===== config.mk =====
export PLATFORM = sky130hd
export DESIGN_NAME = fifo_reader_flat
export DESIGN_NICKNAME = d
export VERILOG_FILES = /design/src/rtl/fifo_reader_if.sv /design/src/rtl/fifo_reader.sv /design/src/flat_wrapper.sv
export SDC_FILE = /design/constraint.sdc
export NUM_CORES = 1
export LEC_CHECK = 0
export CAP_MARGIN = 10
export CORE_UTILIZATION = 35
export CTS_CLUSTER_DIAMETER = 150
export DETAILED_ROUTE_END_ITERATION = 10
export HOLD_SLACK_MARGIN = 0.03
export PLACE_DENSITY_LB_ADDON = 0.2
export SLEW_MARGIN = 20
export SYNTH_ARGS = -nofsm -noshare
export SYNTH_HDL_FRONTEND = slang
export SYNTH_SLANG_ARGS = --single-unit

===== constraint.sdc =====
create_clock -name clk -period 2.1 [get_ports clk]
set_input_delay 0.315 -clock clk [delete_from_list [all_inputs] [get_ports clk]]
set_output_delay 0.315 -clock clk [all_outputs]
set_load 0.02 [all_outputs]

===== src/rtl/fifo_reader_if.sv =====
// fifo_reader_if: output word stream from the FIFO reader to a downstream PE.
//   out_data  : signed data word, valid while out_valid is high
//   out_valid : word held and offered downstream
//   out_ready : downstream accepts the word when out_valid is also high
//   out_last  : held word is the final word of the burst (FIFO index 0)
// master = fifo_reader (producer), slave = downstream consumer.
interface fifo_reader_if #(
   parameter int unsigned DATA_WIDTH = 8
);
   logic signed [DATA_WIDTH-1:0] out_data;
   logic                         out_valid;
   logic                         out_ready;
   logic                         out_last;

   modport master (
      output out_data,
      output out_valid,
      output out_last,
      input  out_ready
   );

   modport slave (
      input  out_data,
      input  out_valid,
      input  out_last,
      output out_ready
   );
endinterface


===== src/rtl/fifo_reader.sv =====
// fifo_reader: read-side sequencer for the register-file FIFO.
// On start, walks reg_select from the oldest entry (n-1) down to the newest (0),
// samples the combinational FIFO value_out on value_in, and streams the words
// downstream one per cycle over a valid/ready handshake.
// Ports:
//   clk, rstb      : clock (rising edge), asynchronous active-low reset
//   start, count   : begin a burst of min(count, 2**ADDR_WIDTH) words (IDLE only)
//   loop           : (FIFO_READER_LOOP_EN only) restart the burst at its last word
//   reg_select     : FIFO entry index being read
//   value_in       : FIFO value_out for reg_select
//   out_if         : output word stream (out_data/out_valid/out_ready/out_last)
//   busy, done     : burst in progress / single-cycle completion pulse
// Optional feature macro: FIFO_READER_LOOP_EN (adds the loop input).
module fifo_reader #(
   parameter int unsigned ADDR_WIDTH = 3,
   parameter int unsigned DATA_WIDTH = 8
) (
   input  logic                         clk,
   input  logic                         rstb,
   input  logic                         start,
   input  logic [ADDR_WIDTH:0]          count,
`ifdef FIFO_READER_LOOP_EN
   input  logic                         loop,
`endif
   output logic [ADDR_WIDTH-1:0]        reg_select,
   input  logic signed [DATA_WIDTH-1:0] value_in,
   fifo_reader_if.master                out_if,
   output logic                         busy,
   output logic                         done
);

   localparam int unsigned AW    = ADDR_WIDTH;
   localparam int unsigned CW    = ADDR_WIDTH + 1;
   localparam int unsigned DW    = DATA_WIDTH;
   localparam int unsigned DEPTH = 1 << ADDR_WIDTH;

   typedef enum logic [1:0] {
      IDLE   = 2'd0,
      FETCH  = 2'd1,
      STREAM = 2'd2
   } state_e;

   state_e                state_q, state_d;
   logic [AW-1:0]         sel_q, sel_d;
   logic signed [DW-1:0]  data_q, data_d;
   logic                  valid_q, valid_d;
   logic                  last_q, last_d;
   logic                  busy_q, busy_d;
   logic                  done_q, done_d;
`ifdef FIFO_READER_LOOP_EN
   logic [AW-1:0]         first_q, first_d;
`endif

   logic [CW-1:0]         n_c;
   logic                  accept_c;
   logic                  cap_last_c;
   logic [AW-1:0]         cap_sel_c;

   // Clamp the requested count to the FIFO depth.
   assign n_c      = (count > CW'(DEPTH)) ? CW'(DEPTH) : count;
   assign accept_c = valid_q & out_if.out_ready;

   // Result of capturing the word at sel_q: index 0 is the last word. Once the
   // last word is captured the select is free, so in loop builds it is parked on
   // the first index to let a looped restart capture with no bubble.
   always_comb begin
      cap_last_c = (sel_q == '0);
      if (sel_q != '0) begin
         cap_sel_c = sel_q - AW'(1);
      end else begin
`ifdef FIFO_READER_LOOP_EN
         cap_sel_c = first_q;
`else
         cap_sel_c = '0;
`endif
      end
   end

   // State and datapath registers.
   always_ff @(posedge clk or negedge rstb) begin
      if (!rstb) begin
         state_q <= IDLE;
         sel_q   <= '0;
         data_q  <= '0;
         valid_q <= 1'b0;
         last_q  <= 1'b0;
         busy_q  <= 1'b0;
         done_q  <= 1'b0;
`ifdef FIFO_READER_LOOP_EN
         first_q <= '0;
`endif
      end else begin
         state_q <= state_d;
         sel_q   <= sel_d;
         data_q  <= data_d;
         valid_q <= valid_d;
         last_q  <= last_d;
         busy_q  <= busy_d;
         done_q  <= done_d;
`ifdef FIFO_READER_LOOP_EN
         first_q <= first_d;
`endif
      end
   end

   // Next-state and next-output logic.
   always_comb begin
      state_d = state_q;
      sel_d   = sel_q;
      data_d  = data_q;
      valid_d = valid_q;
      last_d  = last_q;
      busy_d  = busy_q;
      done_d  = 1'b0;
`ifdef FIFO_READER_LOOP_EN
      first_d = first_q;
`endif

      case (state_q)
         IDLE: begin
            sel_d = '0;
            if (start) begin
               if (n_c == '0) begin
                  done_d = 1'b1;
               end else begin
                  sel_d   = AW'(n_c - CW'(1));
                  busy_d  = 1'b1;
                  state_d = FETCH;
`ifdef FIFO_READER_LOOP_EN
                  first_d = AW'(n_c - CW'(1));
`endif
               end
            end
         end

         FETCH: begin
            data_d  = value_in;
            valid_d = 1'b1;
            last_d  = cap_last_c;
            sel_d   = cap_sel_c;
            state_d = STREAM;
         end

         STREAM: begin
            if (accept_c) begin
               if (!last_q) begin
                  data_d = value_in;
                  last_d = cap_last_c;
                  sel_d  = cap_sel_c;
               end
`ifdef FIFO_READER_LOOP_EN
               else if (loop) begin
                  data_d = value_in;
                  last_d = cap_last_c;
                  sel_d  = cap_sel_c;
               end
`endif
               else begin
                  valid_d = 1'b0;
                  last_d  = 1'b0;
                  sel_d   = '0;
                  busy_d  = 1'b0;
                  done_d  = 1'b1;
                  state_d = IDLE;
               end
            end
         end

         default: begin
            state_d = IDLE;
         end
      endcase
   end

   assign reg_select       = sel_q;
   assign out_if.out_data  = data_q;
   assign out_if.out_valid = valid_q;
   assign out_if.out_last  = last_q;
   assign busy             = busy_q;
   assign done             = done_q;

endmodule


===== src/flat_wrapper.sv =====
// flat-port wrapper written by rule: the top's interface ports become plain ports
module fifo_reader_flat 
#(
   parameter int unsigned ADDR_WIDTH = 3,
   parameter int unsigned DATA_WIDTH = 8
)
  (clk, rstb, start, count, reg_select, value_in, busy, done, out_if_out_data, out_if_out_valid, out_if_out_last, out_if_out_ready);
  fifo_reader_if #(.DATA_WIDTH(DATA_WIDTH)) out_if_i ();
  input  logic clk;
  input  logic rstb;
  input  logic start;
  input  logic [ADDR_WIDTH:0] count;
  output logic [ADDR_WIDTH-1:0] reg_select;
  input  logic signed [DATA_WIDTH-1:0] value_in;
  output logic busy;
  output logic done;
  output wire logic [$bits(out_if_i.out_data)-1:0] out_if_out_data;
  output wire logic [$bits(out_if_i.out_valid)-1:0] out_if_out_valid;
  output wire logic [$bits(out_if_i.out_last)-1:0] out_if_out_last;
  input wire logic [$bits(out_if_i.out_ready)-1:0] out_if_out_ready;
  assign out_if_out_data = out_if_i.out_data;
  assign out_if_out_valid = out_if_i.out_valid;
  assign out_if_out_last = out_if_i.out_last;
  assign out_if_i.out_ready = out_if_out_ready;
  fifo_reader #(.ADDR_WIDTH(ADDR_WIDTH), .DATA_WIDTH(DATA_WIDTH)) u_core (.clk(clk), .rstb(rstb), .start(start), .count(count), .reg_select(reg_select), .value_in(value_in), .out_if(out_if_i), .busy(busy), .done(done));
endmodule

; ---- Word level (Yosys, flattened, before mapping)
; Index checks and enable logic that the tools add are counted.
[op_classes]
eq_ne = 7
magnitude_cmp = 1
reduce_logical = 13
bitwise = 1
n_mux = 29
add_sub_neg = 2
[op_table]
columns = operator, count
row1 = 2-to-1 mux 8 bit, 2
row2 = one-hot mux 8 bit (2 select lines), 1
row3 = 2-to-1 mux 3 bit, 5
row4 = 2-to-1 mux 1 bit, 10
row5 = one-hot mux 3 bit (3 select lines), 1
row6 = 2-to-1 mux 2 bit, 4
row7 = one-hot mux 1 bit (2 select lines), 4
row8 = != test 2 bit (second input constant), 3
row9 = one-hot mux 2 bit (3 select lines), 1
row10 = AND reduction 3 bit, 2
row11 = nonzero test 3 bit, 2
row12 = subtractor 3 x 1 -> 3 bit (second input constant), 2
row13 = AND reduction 5 bit, 1
row14 = greater-than comparator 4 bit (second input constant), 1
row15 = logical NOT 4 bit, 1
row16 = 2-to-1 mux 4 bit, 1
row17 = != test 2 x 1 -> 1 bit (second input constant), 2
row18 = AND reduction 2 bit, 2
row19 = AND reduction 4 bit, 1
row20 = nonzero test 2 bit, 2
row21 = logical NOT 3 bit, 1
row22 = == test 2 x 1 -> 1 bit (second input constant), 1
row23 = == test 2 bit (second input constant), 1
row24 = logical NOT 2 bit, 1
row25 = bitwise AND 1 bit, 1
[word_totals]
regBits = 17
out_inout_bits = 15
elab_cells = 60

; ---- Longest topological paths before layout
; Gate-level depths: netlist of the first run.
[logic_depth]
ltp_word = 6
depth_mapped = 6

; ---- Least setup slack after synthesis of the first run
; Ideal clock, no wire load.
[synth_timing]
path_kind = reg-to-reg
startpoint = register u_core.state_q[0]
endpoint = register u_core.data_q[0], in the netlist u_core.out_if.out_data[0]
period_less_slack_ps = 1670
arrival_ps = 1546
stages_incl_launch_ff = 6
slack_ps = 430
required_ps = 1975
path_cell_list = dfrtp_1 inv_1 ha_1 nor2b_4 a32oi_4 mux2_2
[synth_via]
elab_chain_cells = 3
elab_cells_between_ends = 7
classes_between = eq/ne: 4 / mux: 1 / reduce/logical: 2
[synth_lines]
columns = item, line
row1 = start: declaration, fifo_reader.sv:43  ; state_e state_q, state_d;
row2 = start signal: assignment, fifo_reader.sv:93  ; state_q <= state_d;
row3 = == test 2 bit / == test 2 x 1 -> 1 bit (equally long branches), fifo_reader.sv:119  ; case (state_q)
row4 = != test 2 bit (no line) (tied with other cells), n/a
row5 = AND reduction 3 bit (no line), n/a
row6 = end signal: assignment, fifo_reader.sv:95  ; data_q <= data_d;
row7 = end: declaration, fifo_reader.sv:45  ; logic signed [DW-1:0] data_q, data_d;
; Several ways; a longest one is shown, not always the timed one.
; A chain may end at the register's enable or synchronous reset.

; ---- Worst setup path in the final report of the first run
[layout_timing]
startpoint = register u_core.state_q[0]
endpoint = register u_core.data_q[5], in the netlist u_core.out_if.out_data[5]
; The elaborated chain is that of the path after synthesis.

==> flow_metrics.env, run 1 <==
export IMPL_status="finished clean"
export IMPL_maxCapViolations=0
export IMPL_crit_chain="inv_1 > ha_1 > inv_1 > a32oi_4 > mux2_2"
export IMPL_holdBufCountCts=0
export IMPL_setup_viol=0
export IMPL_cts_htree_levels=1
export IMPL_critPathCaptureType="flip-flop"
export IMPL_rsz0062_at_grt="no"
export IMPL_slew_headroom=0.753
export IMPL_grt_usage=0.150
export IMPL_hold_viol_final=0
export IMPL_dr_total_vias=731
export IMPL_row_count=18
export IMPL_reg2reg_depth=5
export IMPL_diodes=0
export IMPL_die_area_um2=2780
export IMPL_reg2reg_slack_ns=0.23
export IMPL_yosysWarnings=0
export IMPL_synth_ff_latch_count=17
export IMPL_grt_first_pass_wirelength_um=2880
export IMPL_critical_path_class="reg2reg"
export IMPL_fin_crit_ns=1.87
export IMPL_netlist_instances=82
export IMPL_port_buffers=30
export IMPL_nets=142
export IMPL_dr_first_iter_drc_count=5
export IMPL_io_pin_count=31
export IMPL_grt_max_degree=18
export IMPL_dp_hpwl_um=1400
export IMPL_required_ns=2.29
export IMPL_final_layout_size_suffix_gt1_frac=0.175
export IMPL_synth_area_um2=901
export IMPL_fp_dieH_um=52.7
export IMPL_cellLeakagePower_nw=0.548
export IMPL_gp_routability_congestion=0.784
export IMPL_via_per_inst=4.87
export IMPL_max_freq_mhz=535
export IMPL_crit_slowest_cell="dfrtp_1"
export IMPL_synth_xor_area_frac=0
export IMPL_dp_slack_ns=-0.00361
export IMPL_die_width_um=52.7
export IMPL_holdCritPathClass="in2async"
export IMPL_synth_distinct_cells=26
export IMPL_critPathMaxStageDelay_ns=0.41
export IMPL_finClkSkew_ns=0.00359
export IMPL_layout_cells_non_filler=150
export IMPL_ir_drop_v=0.000715
export IMPL_seq_area_frac_synth=0.472
export IMPL_synth_top_family_by_area="compound AO/OA/AOI/OAI gates"
export IMPL_ant_nets=0
export IMPL_gr_total_overflow=0
export IMPL_setup_tns_ns=0
export IMPL_min_period_over_period=0.890
export IMPL_syn_mean_instance_area_um2=11.0
export IMPL_worst_pin_slew_ns=0.370
export IMPL_p_per_area_nw_per_um2=1390
export IMPL_clock_root_buffer="clkbuf_4"
export IMPL_worstSetupStartpointType="flip-flop"
export IMPL_wl_per_cell_um=12.3
export IMPL_synthAdderAreaFrac=0.0694
export IMPL_antenna_found_initial=0
export IMPL_synth_compound_area_frac=0.178
export IMPL_syn_to_final_growth_pct=43.9
export IMPL_core_area_um2=2450
export IMPL_maxSlewViolCount=0
export IMPL_path_max_fanout=8
export IMPL_dr_pass1_iters=4
export IMPL_dp_cells=146
export IMPL_clock_latency_ns=0.29
export IMPL_r2r_start="u_core.state_q[0]"
export IMPL_clockBufferDepth=2
export IMPL_cts_resized=0
export IMPL_drcViolationCount=0
export IMPL_power_mw=1.80
export IMPL_path_clk_slew_ns=0.10
export IMPL_start_util=0.367
export IMPL_cp_data_arrival_time_ns=2.06
export IMPL_grt_pass1_vias=645
export IMPL_cts_inserted_buffers=3
export IMPL_synth_nets=103
export IMPL_cts_sinks=17
export IMPL_routed_wl_um=1840
export IMPL_setup_ws_ns=0.231
export IMPL_synth_simple_area_share=0.147
export IMPL_cts_tree="built"
export IMPL_fillers=228
export IMPL_cts_setup_buffers=0
export IMPL_utilization=0.528
export IMPL_r2r_end="u_core.out_if.out_data[5]"
export IMPL_synth_area_mux_share=0.113
export IMPL_crit_top_cell="inv_1"
==> layout make-up <==
| cell class | instances | area (um^2) | area share |
|---|---|---|---|
| clock buffers | 3 | 22.5 | 0.0174 |
| inverters | 5 | 18.8 | 0.0145 |
| flip-flops and latches | 17 | 425 | 0.328 |
| well taps | 30 | 37.5 | 0.0290 |
| repair buffers | 34 | 330 | 0.255 |
| clock inverters | 1 | 5.00 | 0.00386 |
| multi-input cells | 60 | 457 | 0.352 |
==> cell usage after synthesis <==
library cell  count  area (um^2)
nand2b_1          3         18.8
dfrtp_1          17          425
o21ai_1           1         5.00
a21oi_1           5         25.0
a21oi_2           1         8.76
nor2b_1           2         12.5
nor3_1            1         5.00
nand2_1           7         26.3
or3b_4            1         11.3
o311ai_1          1         8.76
o22ai_1           2         12.5
inv_1             5         18.8
a31oi_1           1         6.26
nand3_1           2         10.0
a32oi_4           1         27.5
mux2_2            9          101
a32o_1            1         10.0
o21ai_0           5         25.0
nand3b_1          1         7.51
and2_1            2         12.5
nor2_1            4         15.0
o21a_1            2         15.0
a211oi_1          1         7.51
ha_1              5         62.6
a22o_1            1         8.76
nor2b_4           1         13.8
==> how the worst max path moves through the flow <==
stage                      start                        end  slack (ns)  depth (start not counted)
2_1_floorplan  u_core.state_q[0]  u_core.out_if.out_data[0]        0.43                          5
3_3_place_gp            count[3]          u_core.state_q[1]        0.04                          7
3_5_place_dp            count[3]          u_core.state_q[1]      -0.004                          7
4_1_cts        u_core.state_q[0]  u_core.out_if.out_data[5]        0.22                          5
5_1_grt        u_core.state_q[0]  u_core.out_if.out_data[6]        0.13                          5
6_report       u_core.state_q[0]  u_core.out_if.out_data[5]        0.23                          5
==> logic make-up (layout without fill, tap and decap cells) <==
family	after synthesis	in the layout
AND/OR/NAND/NOR	24	24
multiplexers	9	9
buffers and inverters	5	43
adder cells (fa/ha/maj)	5	5
AO/OA/AOI/OAI	22	22
flip-flops	17	17
==> metrics by stage <==
stage	cell area, um^2	hold slack [ns]
after floorplan	901	0.0194
after global placement	1270	0.487
after detailed placement	1270	0.493
after CTS	1300	0.337
after global routing	1300	0.354
final	1300	0.337
==> registers in the layout, indices dropped and copies added, names as in the netlist <==
register                 cells
u_core.busy                  1
u_core.out_if.out_data       8
u_core.reg_select            3
u_core.done                  1
u_core.state_q               2
u_core.out_if.out_last       1
u_core.out_if.out_valid      1
==> critical path: cells and delay by family, from the launching register on <==
kind	cells	cell delay [ns]
adders and majority gates	1	0.35
AOI/OAI and AO/OA	1	0.37
DFF	1	0.41
buffers and inverters	2	0.25
muxes	1	0.38
==> per-layer routing <==
layer,vias to the layer above,track usage,routed length [um]
met5,-,0,0
met4,0,0.0789,31
met3,4,0.0522,117
met2,20,0.234,818
met1,338,0.180,871
li1,369,-,-
==> cell usage in the layout (no fill, tap or decap) <==
cell and n:
and2_1 2, a22o_1 1, clkbuf_4 3, o21a_1 2, o21ai_0 5, o311ai_1 1
nand2b_1 3, mux2_2 9, inv_1 5, o21ai_1 1, clkdlybuf4s50_1 30, a21oi_2 1
a32oi_4 1, o22ai_1 2, a31oi_1 1, nand3_1 2, nand2_1 7, nor2b_1 2
clkinv_2 1, nor2_1 4, or3b_4 1, nand3b_1 1, nor3_1 1, nor2b_4 1
buf_4 4, a211oi_1 1, a21oi_1 5, ha_1 5, a32o_1 1, dfrtp_1 17
==> power by group <==
part           leakage (nW)  switching (mW)  internal, mW
sequential            0.203           0.121         0.474
clock                0.0177           0.104        0.0709
combinational         0.327           0.500         0.528
total                 0.548           0.725          1.07
Power figures use the tool's default switching activity.
==> inputs of run 2 (changes only) <==
--- a/config.mk
+++ b/config.mk
@@ -6,7 +6,9 @@
 export NUM_CORES = 1
 export LEC_CHECK = 0
 export CAP_MARGIN = 10
-export CORE_UTILIZATION = 35
+export CELL_PAD_IN_SITES_DETAIL_PLACEMENT = 0
+export CELL_PAD_IN_SITES_GLOBAL_PLACEMENT = 1
+export CORE_UTILIZATION = 33
 export CTS_CLUSTER_DIAMETER = 150
 export DETAILED_ROUTE_END_ITERATION = 10
 export HOLD_SLACK_MARGIN = 0.03
==> run 2 against run 1 <==
  * Combinational power about the same
  * Clock power barely moved
  * Global-route usage decreased by 0.17 points
  * Non-clock buffer count down 1
  * Largest cell class unchanged
==> flow_metrics.env, run 2 (synthesis gave the netlist of run 1 again) <==
export IMPL_nets=141
export IMPL_cts_inserted_buffers=3
export IMPL_clockBufferDepth=2
export IMPL_finClkSkew_ns=0.00205
export IMPL_cts_htree_levels=1
export IMPL_ir_drop_v=0.000762
export IMPL_cts_resized=0
export IMPL_holdCritPathClass="in2async"
export IMPL_max_freq_mhz=528
export IMPL_start_util=0.357
export IMPL_port_buffers=30
export IMPL_path_clk_slew_ns=0.10
export IMPL_power_mw=1.80
export IMPL_gr_total_overflow=0
export IMPL_min_period_over_period=0.901
export IMPL_slew_headroom=0.754
export IMPL_setup_ws_ns=0.208
export IMPL_final_cell_mix="30 x clkdlybuf4s50_1, 17 x dfrtp_1, 9 x mux2_2, 7 x nand2_1"
export IMPL_grt_usage=0.148
export IMPL_critPathCaptureType="flip-flop"
export IMPL_crit_top_cell="inv_1"
export IMPL_final_area_um2=1290
export IMPL_cellLeakagePower_nw=0.544
export IMPL_final_layout_size_suffix_gt1_frac=0.168
export IMPL_dp_slack_ns=-0.0298
export IMPL_diodes=0
export IMPL_wl_per_cell_um=12.4
export IMPL_crit_slowest_cell="dfrtp_1"
export IMPL_syn_to_final_growth_pct=43.1
export IMPL_fillers=247
export IMPL_dr_first_iter_drc_count=9
export IMPL_ant_nets=0
export IMPL_core_area_um2=2520
export IMPL_setup_viol=0
export IMPL_required_ns=2.28
export IMPL_fin_crit_ns=1.89
export IMPL_clock_root_buffer="clkbuf_4"
export IMPL_cts_sinks=17
export IMPL_io_pin_count=31
export IMPL_maxCapViolations=0
export IMPL_p_per_area_nw_per_um2=1400
export IMPL_largest_reg_flops=8
export IMPL_antenna_found_initial=0
export IMPL_layout_commonest_cell="clkdlybuf4s50_1"
export IMPL_hold_viol_final=0
export IMPL_cts_setup_buffers=0
export IMPL_met2_wirelength_um=894
export IMPL_critical_path_class="reg2reg"
export IMPL_status="finished clean"
export IMPL_cts_tree="built"
export IMPL_holdBufCountCts=0
export IMPL_maxSlewViolCount=0
export IMPL_dp_hpwl_um=1400
export IMPL_gp_routability_congestion=0.751
export IMPL_via_per_inst=5.06
export IMPL_row_count=18
export IMPL_dr_pass1_iters=4
export IMPL_worst_pin_slew_ns=0.369
export IMPL_grt_pass1_vias=715
export IMPL_die_area_um2=2940
export IMPL_clock_latency_ns=0.28
export IMPL_crit_chain="inv_1 > ha_1 > inv_1 > a32oi_4 > mux2_2"
export IMPL_fp_dieH_um=54.3
export IMPL_critPathMaxStageDelay_ns=0.42
export IMPL_path_max_fanout=8
export IMPL_grt_max_degree=18
export IMPL_die_width_um=54.3
export IMPL_drt_met1_wl_um=829
export IMPL_routed_wl_met3_um=99
export IMPL_dr_total_vias=754
export IMPL_drcViolationCount=0
export IMPL_cp_data_arrival_time_ns=2.07
export IMPL_grt_first_pass_wirelength_um=3020
export IMPL_worstSetupStartpointType="flip-flop"
export IMPL_utilization=0.511
export IMPL_place_area_um2=1260
export IMPL_rsz0062_at_grt="no"
export IMPL_hold_slack_ns=0.345
export IMPL_routed_wl_um=1840
export IMPL_route_top_layer_used="met4"
-- run 2: cell types whose count changed in the layout (fill, tap and decap cells not counted) --
cell,delta
buf_4,-1
-- run 2: layer usage --
layer	track usage	vias to the layer above
met5	0	-
met1	0.180	363
met2	0.244	22
met4	0.0641	0
met3	0.0417	2
li1	-	367
-- run 2: power breakdown --
part / internal (mW) / switching (mW) / leakage, nW / total (mW)
clock: 0.0706 / 0.102 / 0.0177 / 0.172
combinational: 0.527 / 0.505 / 0.322 / 1.03
sequential: 0.474 / 0.122 / 0.203 / 0.596
total: 1.07 / 0.728 / 0.544 / 1.80
-- run 2: worst paths after layout --
| path | startpoint | to | slack (ns) | cells after the start |
|---|---|---|---|---|
| worst max-delay path | u_core.state_q[0] | u_core.out_if.out_data[2] | 0.21 | 5 |
| worst min-delay path | rstb | u_core.out_if.out_data[5] | 0.35 | 2 |
| worst max register to register | u_core.state_q[0] | u_core.out_if.out_data[2] | 0.21 | 5 |
| worst min register to register | u_core.out_if.out_data[6] | u_core.out_if.out_data[6] | 0.51 | 1 |
| max in group asynchronous | rstb | u_core.reg_select[1] | 1.57 | 2 |
| min in group clk | u_core.out_if.out_data[6] | u_core.out_if.out_data[6] | 0.51 | 1 |
-- run 2: critical path, delay by kind of cell (launching register included) --
| kind | cells | cell delay [ns] |
|---|---|---|
| buffers and inverters | 2 | 0.27 |
| AOI/OAI and AO/OA | 1 | 0.37 |
| adders and majority gates | 1 | 0.34 |
| DFF | 1 | 0.42 |
| muxes | 1 | 0.39 |
-- run 2: final cells by class --
type | count | area, um^2 | share of cell area
Sequential cell | 17 | 425 | 0.330
Timing Repair Buffer | 33 | 323 | 0.250
Multi-Input combinational cell | 60 | 457 | 0.354
Clock buffer | 3 | 22.5 | 0.0175
Inverter | 5 | 18.8 | 0.0146
Clock inverter | 1 | 5.00 | 0.00388
Tap cell | 30 | 37.5 | 0.0291
-- run 2: per-stage QoR --
| stage | instances | setup TNS (ns) |
|---|---|---|
| finish | 149 | 0 |
| global route | 149 | 0 |
| CTS | 149 | 0 |
| detailed placement | 145 | -0.0298 |
| global placement | 145 | 0 |
| floorplan | 82 | 0 |
==> edit 1 (settings of run 1) <==
The 3 states of `state_e` get a one-hot encoding in 3 bits.
--- a/src/rtl/fifo_reader.sv
+++ b/src/rtl/fifo_reader.sv
@@ -36,6 +36,6 @@
 
-   typedef enum logic [1:0] {
-      IDLE   = 2'd0,
-      FETCH  = 2'd1,
-      STREAM = 2'd2
+   typedef enum logic [2:0] {
+      IDLE   = 3'b001,
+      FETCH  = 3'b010,
+      STREAM = 3'b100
    } state_e;
Function: same outputs for any inputs over 10 cycles, from zero or initial values and one cycle with rstb low; not proved beyond that.
==> edit 1 against run 1 <==
Area after synthesis grew 0.97%; worst hold slack gained 0.0074 ns; via count shrank 0.27%; utilization shrank 0.63 points; routed wire length shrank 1.5%; critical endpoint unchanged; power shrank 7.3%; design area shrank 0.29%; first-iteration DRC count grew to 2.6 times the old value; setup slack gained 0.089 ns; sequential cell count grew 1; clock skew shrank 0.0023 ns; maximum frequency grew 5.0%; global-route usage grew 0.56 points; largest power group unchanged.
==> edit 1: results (changes against run 1) <==
status:
  status: "finished clean"  # unchanged
synthesis:
  synth.yosys.warnings: 0  # unchanged
  yosys-top-cells-area: "dfrtp_1 47%, mux2_2 9.9%, dfstp_2 2.9%"  # was dfrtp_1 47%, mux2_2 11%, ha_1 6.9%
  synthesis.nets: 96  # was 103
  ys_seq_area_frac: 0.4966  # was 0.4722
  synth.avg_cell_area_um2: 11.51  # was 10.99 um^2
  async_flop_share: 1.000  # unchanged
  synthDistinctLibCells: 33  # was 26
  synth_flop_cell: "dfrtp_1"  # unchanged
  ys_top_cells_by_count: "17 x dfrtp_1, 8 x mux2_2, 5 x nor2_1, 5 x o21ai_0, 4 x nand2_1"  # was 17 x dfrtp_1, 9 x mux2_2, 7 x nand2_1
timing:
  slew_headroom: 0.7197  # was 0.7533
  fin_crit_ns: 1.780  # was 1.869 ns
  clock_skew_ns: 0.001321  # was 0.003588 ns
placed_design:
  place_inst: 140  # was 146
  place_congestion: 0.7933  # was 0.7838
  port_buffers: 30  # unchanged
  dp.final_hpwl_mm: 1.399  # was 1.398 mm
route:
  first_pass_iters: 4  # unchanged
  dr_total_vias: 729  # was 731
  vias_per_cell: 5.063  # was 4.873
  totalWireLength_mm: 1.812  # was 1.839 mm
  drcViolationCount: 0  # unchanged
  drt_iter0_markers: 13  # was 5
layout:
  drive_above_1_share: 0.2018  # was 0.1750
  antenna_cells: 0  # unchanged
  num-fill-cells: 239  # was 228
  largest_reg_flops: 8  # unchanged
  final_nets: 132  # was 142
setup_path:
  path_max_fanout: 11  # was 8
  worstPathArrival_ns: 1.97  # was 2.06 ns
grt:
  grt_max_degree: 19  # was 18
  grt_util_all_layers: 0.1557  # was 0.1501
  grt_pass1_wl_mm: 3.070  # was 2.884 mm
  grt_pass1_vias: 714  # was 645
  antenna_found_initial: 0  # unchanged
power_and_ir_drop:
  ir_worst_vdd_mv: 0.8305  # was 0.7154 mV
  power.leakage_uw: 0.0005249  # was 0.0005479 uW
cts:
  cts_inserted_buffers: 3  # unchanged
  cts.reportedPaths.clkPinSlew_ns: 0.10  # about the same
  post_cts_buffers: 0  # unchanged
  clk_latency_ns: 0.29  # about the same
  cts_resized: 0  # unchanged
  root_buffer: "clkbuf_4"  # unchanged
  cts_buffer_depth: 2  # unchanged
  cts_max_level: 1  # unchanged
worst_hold_path:
  hold_path.class: "input port to asynchronous set/reset pin"  # unchanged
edit 1: cell count changes after synthesis, sizes merged, moves of 2 or more:
cell | run 1 | this run
ha | 5 | 1
inv | 5 | 1
a21o | 0 | 3
buf | 0 | 3
nand2 | 7 | 4
nor3b | 0 | 3
o21bai | 0 | 3
a21oi | 6 | 4
and2 | 2 | 0
and4b | 0 | 2
nor2b | 3 | 1
o21a | 2 | 0
o22ai | 2 | 0
edit 1: through the flow:
stage	utilization	setup slack [ns]	hold WS [ns]	cell area (um^2)
floorplan	-	0.5044	0.01941	909.6
global placement	0.5071	0.08854	0.4618	1256
detailed placement	0.5071	0.01215	0.4698	1256
CTS	0.5217	0.3005	0.3398	1292
global route	0.5217	0.1772	0.3459	1292
finish	0.5217	0.3203	0.3443	1292
edit 1: cells by family (layout without fill, tap and decap cells):
group / after synthesis / count (layout) / synth area share
AND/OR/NAND/NOR: 27 / 27 / 0.1885
AO/OA/AOI/OAI: 20 / 20 / 0.1651
flip-flops: 18 / 18 / 0.4966
multiplexers: 8 / 8 / 0.09904
buffers and inverters: 4 / 39 / 0.02751
adder cells (fa/ha/maj): 1 / 1 / 0.01375
XOR/XNOR: 1 / 1 / 0.009630
edit 1: worst max-delay path: stages, from the launching register on:
cell     delay, ns
dfrtp_1       0.53
nor3b_2       0.31
nand3_2       0.13
a21oi_4       0.33
mux2_2        0.38
edit 1: power by group:
group	internal, uW	switching (uW)
clock	106	105
combinational	446	369
sequential	493	149
edit 1: area by class of cell:
type,instances,area [um^2],share of cell area
Tap cell,30,37.54,0.02904
Clock buffer,4,36.28,0.02807
Inverter,1,3.754,0.002904
Sequential cell,18,451.7,0.3495
Multi-Input combinational cell,57,432.9,0.3349
Timing Repair Buffer,34,330.3,0.2556
edit 1: path summary, 6_finish.rpt:
check,start,slack (ns),end,depth (start not counted)
max,u_core.state_q[2],0.32,u_core.out_if.out_data[5],4
min,rstb,0.34,u_core.out_if.out_data[3],2
max reg2reg,u_core.state_q[2],0.32,u_core.out_if.out_data[5],4
min reg2reg,u_core.busy,0.49,u_core.busy,1
max in group asynchronous,rstb,1.50,u_core.state_q[0],2
min in group clk,u_core.busy,0.49,u_core.busy,1
edit 1: routing by layer:
layer,wire length [um],up-vias,track usage,share of wire
li1,-,359,-,-
met1,815,342,0.1914,0.45
met2,869,21,0.2447,0.48
met3,91,7,0.05747,0.050
met4,36,0,0.06140,0.020
met5,0,-,0,0
==> edit 2 (config.mk and constraints of run 1) <==
Made on the original files. `ADDR_WIDTH` is set to 3 in 2 places; all go to 5.
--- a/src/rtl/fifo_reader.sv
+++ b/src/rtl/fifo_reader.sv
@@ -14,3 +14,3 @@
 module fifo_reader #(
-   parameter int unsigned ADDR_WIDTH = 3,
+   parameter int unsigned ADDR_WIDTH = 5,
    parameter int unsigned DATA_WIDTH = 8
--- a/src/flat_wrapper.sv
+++ b/src/flat_wrapper.sv
@@ -3,3 +3,3 @@
 #(
-   parameter int unsigned ADDR_WIDTH = 3,
+   parameter int unsigned ADDR_WIDTH = 5,
    parameter int unsigned DATA_WIDTH = 8
Interface: changed (resized count and reg_select); port bits go from 31 to 35. No check against the original RTL was run, so the function may have changed too.
==> edit 2 against run 1 <==
The flow now finishes with violations (design-rule violations); first-iteration DRC count rose to 4.6 times the old value; sequential cell count is 2 higher; setup slack worse by 0.0076 ns; area after synthesis up 20%; power is 20% higher; global-route usage is 1.8 points higher; sequential power up 8.6%; largest power group unchanged; design area increased by 23%; die area up 19%; routed wire length grew 37%; utilization is 2.9 points higher.
==> edit 2: results (changes against run 1) <==
route:
  maxUsedRoutingLayer: "met4"  # unchanged
  drcViolationCount: 3  # was 0
  wl_met3_um: 102  # was 117 um
  drt_iter0_markers: 23  # was 5
  dr_wl_met2_mm: 1.280  # was 818 um
  drt-met1-wl_mm: 1.093  # was 871 um
  vias_per_cell: 5.380  # was 4.873
  wire_per_inst_um: 13.70  # was 12.26 um
  first_pass_iters: 8  # was 4
timing:
  maxSlewViolCount: 0  # unchanged
  clock_skew_ns: 0.005848  # was 0.003588 ns
  tightest_slew_ns: 0.5221  # was 0.3701 ns
synthesis:
  synthesis.nets: 129  # was 103
  synthDistinctLibCells: 36  # was 26
  ys_top_cells_by_count: "19 x dfrtp_1, 9 x inv_1, 9 x mux2_2"  # was 17 x dfrtp_1, 9 x mux2_2, 7 x nand2_1
  synth_edf_count: 0  # unchanged
  yosys-top-cells-area: "dfrtp_1 44%, mux2_2 9.4%, ha_1 8.1%"  # was dfrtp_1 47%, mux2_2 11%, ha_1 6.9%
  ys_seq_area_frac: 0.4388  # was 0.4722
setup_path:
  path_max_fanout: 7  # was 8
  worst_path_max_delay_cell: "a2111oi_0"  # was dfrtp_1
  path_delay_family: "compound AO/OA/AOI/OAI gates"  # was flip-flops
  worstPathArrival_ns: 2.11  # was 2.06 ns
  slowest_delay_ns: 0.51  # was 0.41 ns
grt:
  grt_pass1_vias: 960  # was 645
  grt_pass1_wl_mm: 4.215  # was 2.884 mm
  grt_max_degree: 20  # was 18
  grt_util_all_layers: 0.1679  # was 0.1501
placed_design:
  place_congestion: 0.8734  # was 0.7838
  placed_area_um2: 1563  # was 1269 um^2
  port_buffers: 34  # was 30
  dp.final_hpwl_mm: 2.034  # was 1.398 mm
  post-place-ws_ns: -0.07640  # was -0.003612 ns
cts:
  cts_buffer_depth: 2  # unchanged
status:
  violations: "design-rule violations"
  status: "finished, violations left"  # was finished clean
layout:
  largest_reg_flops: 8  # unchanged
  num-fill-cells: 252  # was 228
  drive_above_1_share: 0.2222  # was 0.1750
  final_nets: 179  # was 142
power_and_ir_drop:
  p_sw_uw: 856.5  # was 724.8 uW
  power.leakage_uw: 0.0006824  # was 0.0005479 uW
  ir_worst_vdd_mv: 0.4120  # was 0.7154 mV
## edit 2: cell types whose count changed in the layout (fill, tap and decap cells not counted), moves of 2 or more
cell | run 1 | this run
nor3_1 | 1 | 5
clkdlybuf4s50_1 | 30 | 34
a221o_2 | 0 | 2
nand2b_1 | 3 | 0
xnor2_1 | 0 | 2
dfrtp_1 | 17 | 19
inv_1 | 5 | 9
ha_1 | 5 | 7
o21ai_0 | 5 | 7
buf_4 | 4 | 12
## edit 2: area by class of cell
class                   instances  area, um^2  area share
inverters                       9       33.78     0.02126
repair buffers                 47       450.4      0.2835
flip-flops and latches         19       475.5      0.2992
clock buffers                   4       26.28     0.01654
well taps                      31       38.79     0.02441
multi-input cells              74       564.3      0.3551
## edit 2: final timing paths
path                                              to  depth (start not counted)  slack [ns]                 startpoint
max                             u_core.reg_select[3]                          7        0.22          u_core.state_q[0]
min                        u_core.out_if.out_data[2]                          2        0.35                       rstb
max reg2reg                     u_core.reg_select[3]                          7        0.22          u_core.state_q[0]
min reg2reg                u_core.out_if.out_data[7]                          1        0.51  u_core.out_if.out_data[7]
max in group asynchronous       u_core.reg_select[2]                          2        1.54                       rstb
min in group clk           u_core.out_if.out_data[7]                          1        0.51  u_core.out_if.out_data[7]
## edit 2: logic make-up after synthesis
kind of cell / count (synthesis) / share of synthesized area
buffers and inverters: 11 / 0.04041
XOR/XNOR: 2 / 0.01617
AO/OA/AOI/OAI: 27 / 0.1801
AND/OR/NAND/NOR: 29 / 0.1501
adder cells (fa/ha/maj): 7 / 0.08083
multiplexers: 9 / 0.09354
flip-flops: 19 / 0.4388
## edit 2: power groups by stage
stage / sequential (uW) / clock [uW] / combinational, uW
after floorplan: 805 / 0 / 627
after global placement: 647 / 0 / 1320
after detailed placement: 658 / 0 / 1340
after CTS: 650 / 191 / 1350
after global routing: 672 / 211 / 1450
final: 647 / 180 / 1340
## edit 2: metrics by stage
stage | instances | TNS [ns] | power [uW]
floorplan | 104 | 0 | 1431
global placement | 180 | -0.08927 | 1968
detailed placement | 180 | -0.09978 | 1997
CTS | 184 | 0 | 2187
global route | 184 | 0 | 2336
finish | 184 | 0 | 2164
## edit 2: metal layers
| metal | vias up | GRT usage |
|---|---|---|
| met1 | 471 | 0.1923 |
| met4 | 0 | 0.08362 |
| met3 | 4 | 0.01563 |
| li1 | 480 | - |
| met2 | 35 | 0.3106 |
| met5 | - | 0 |
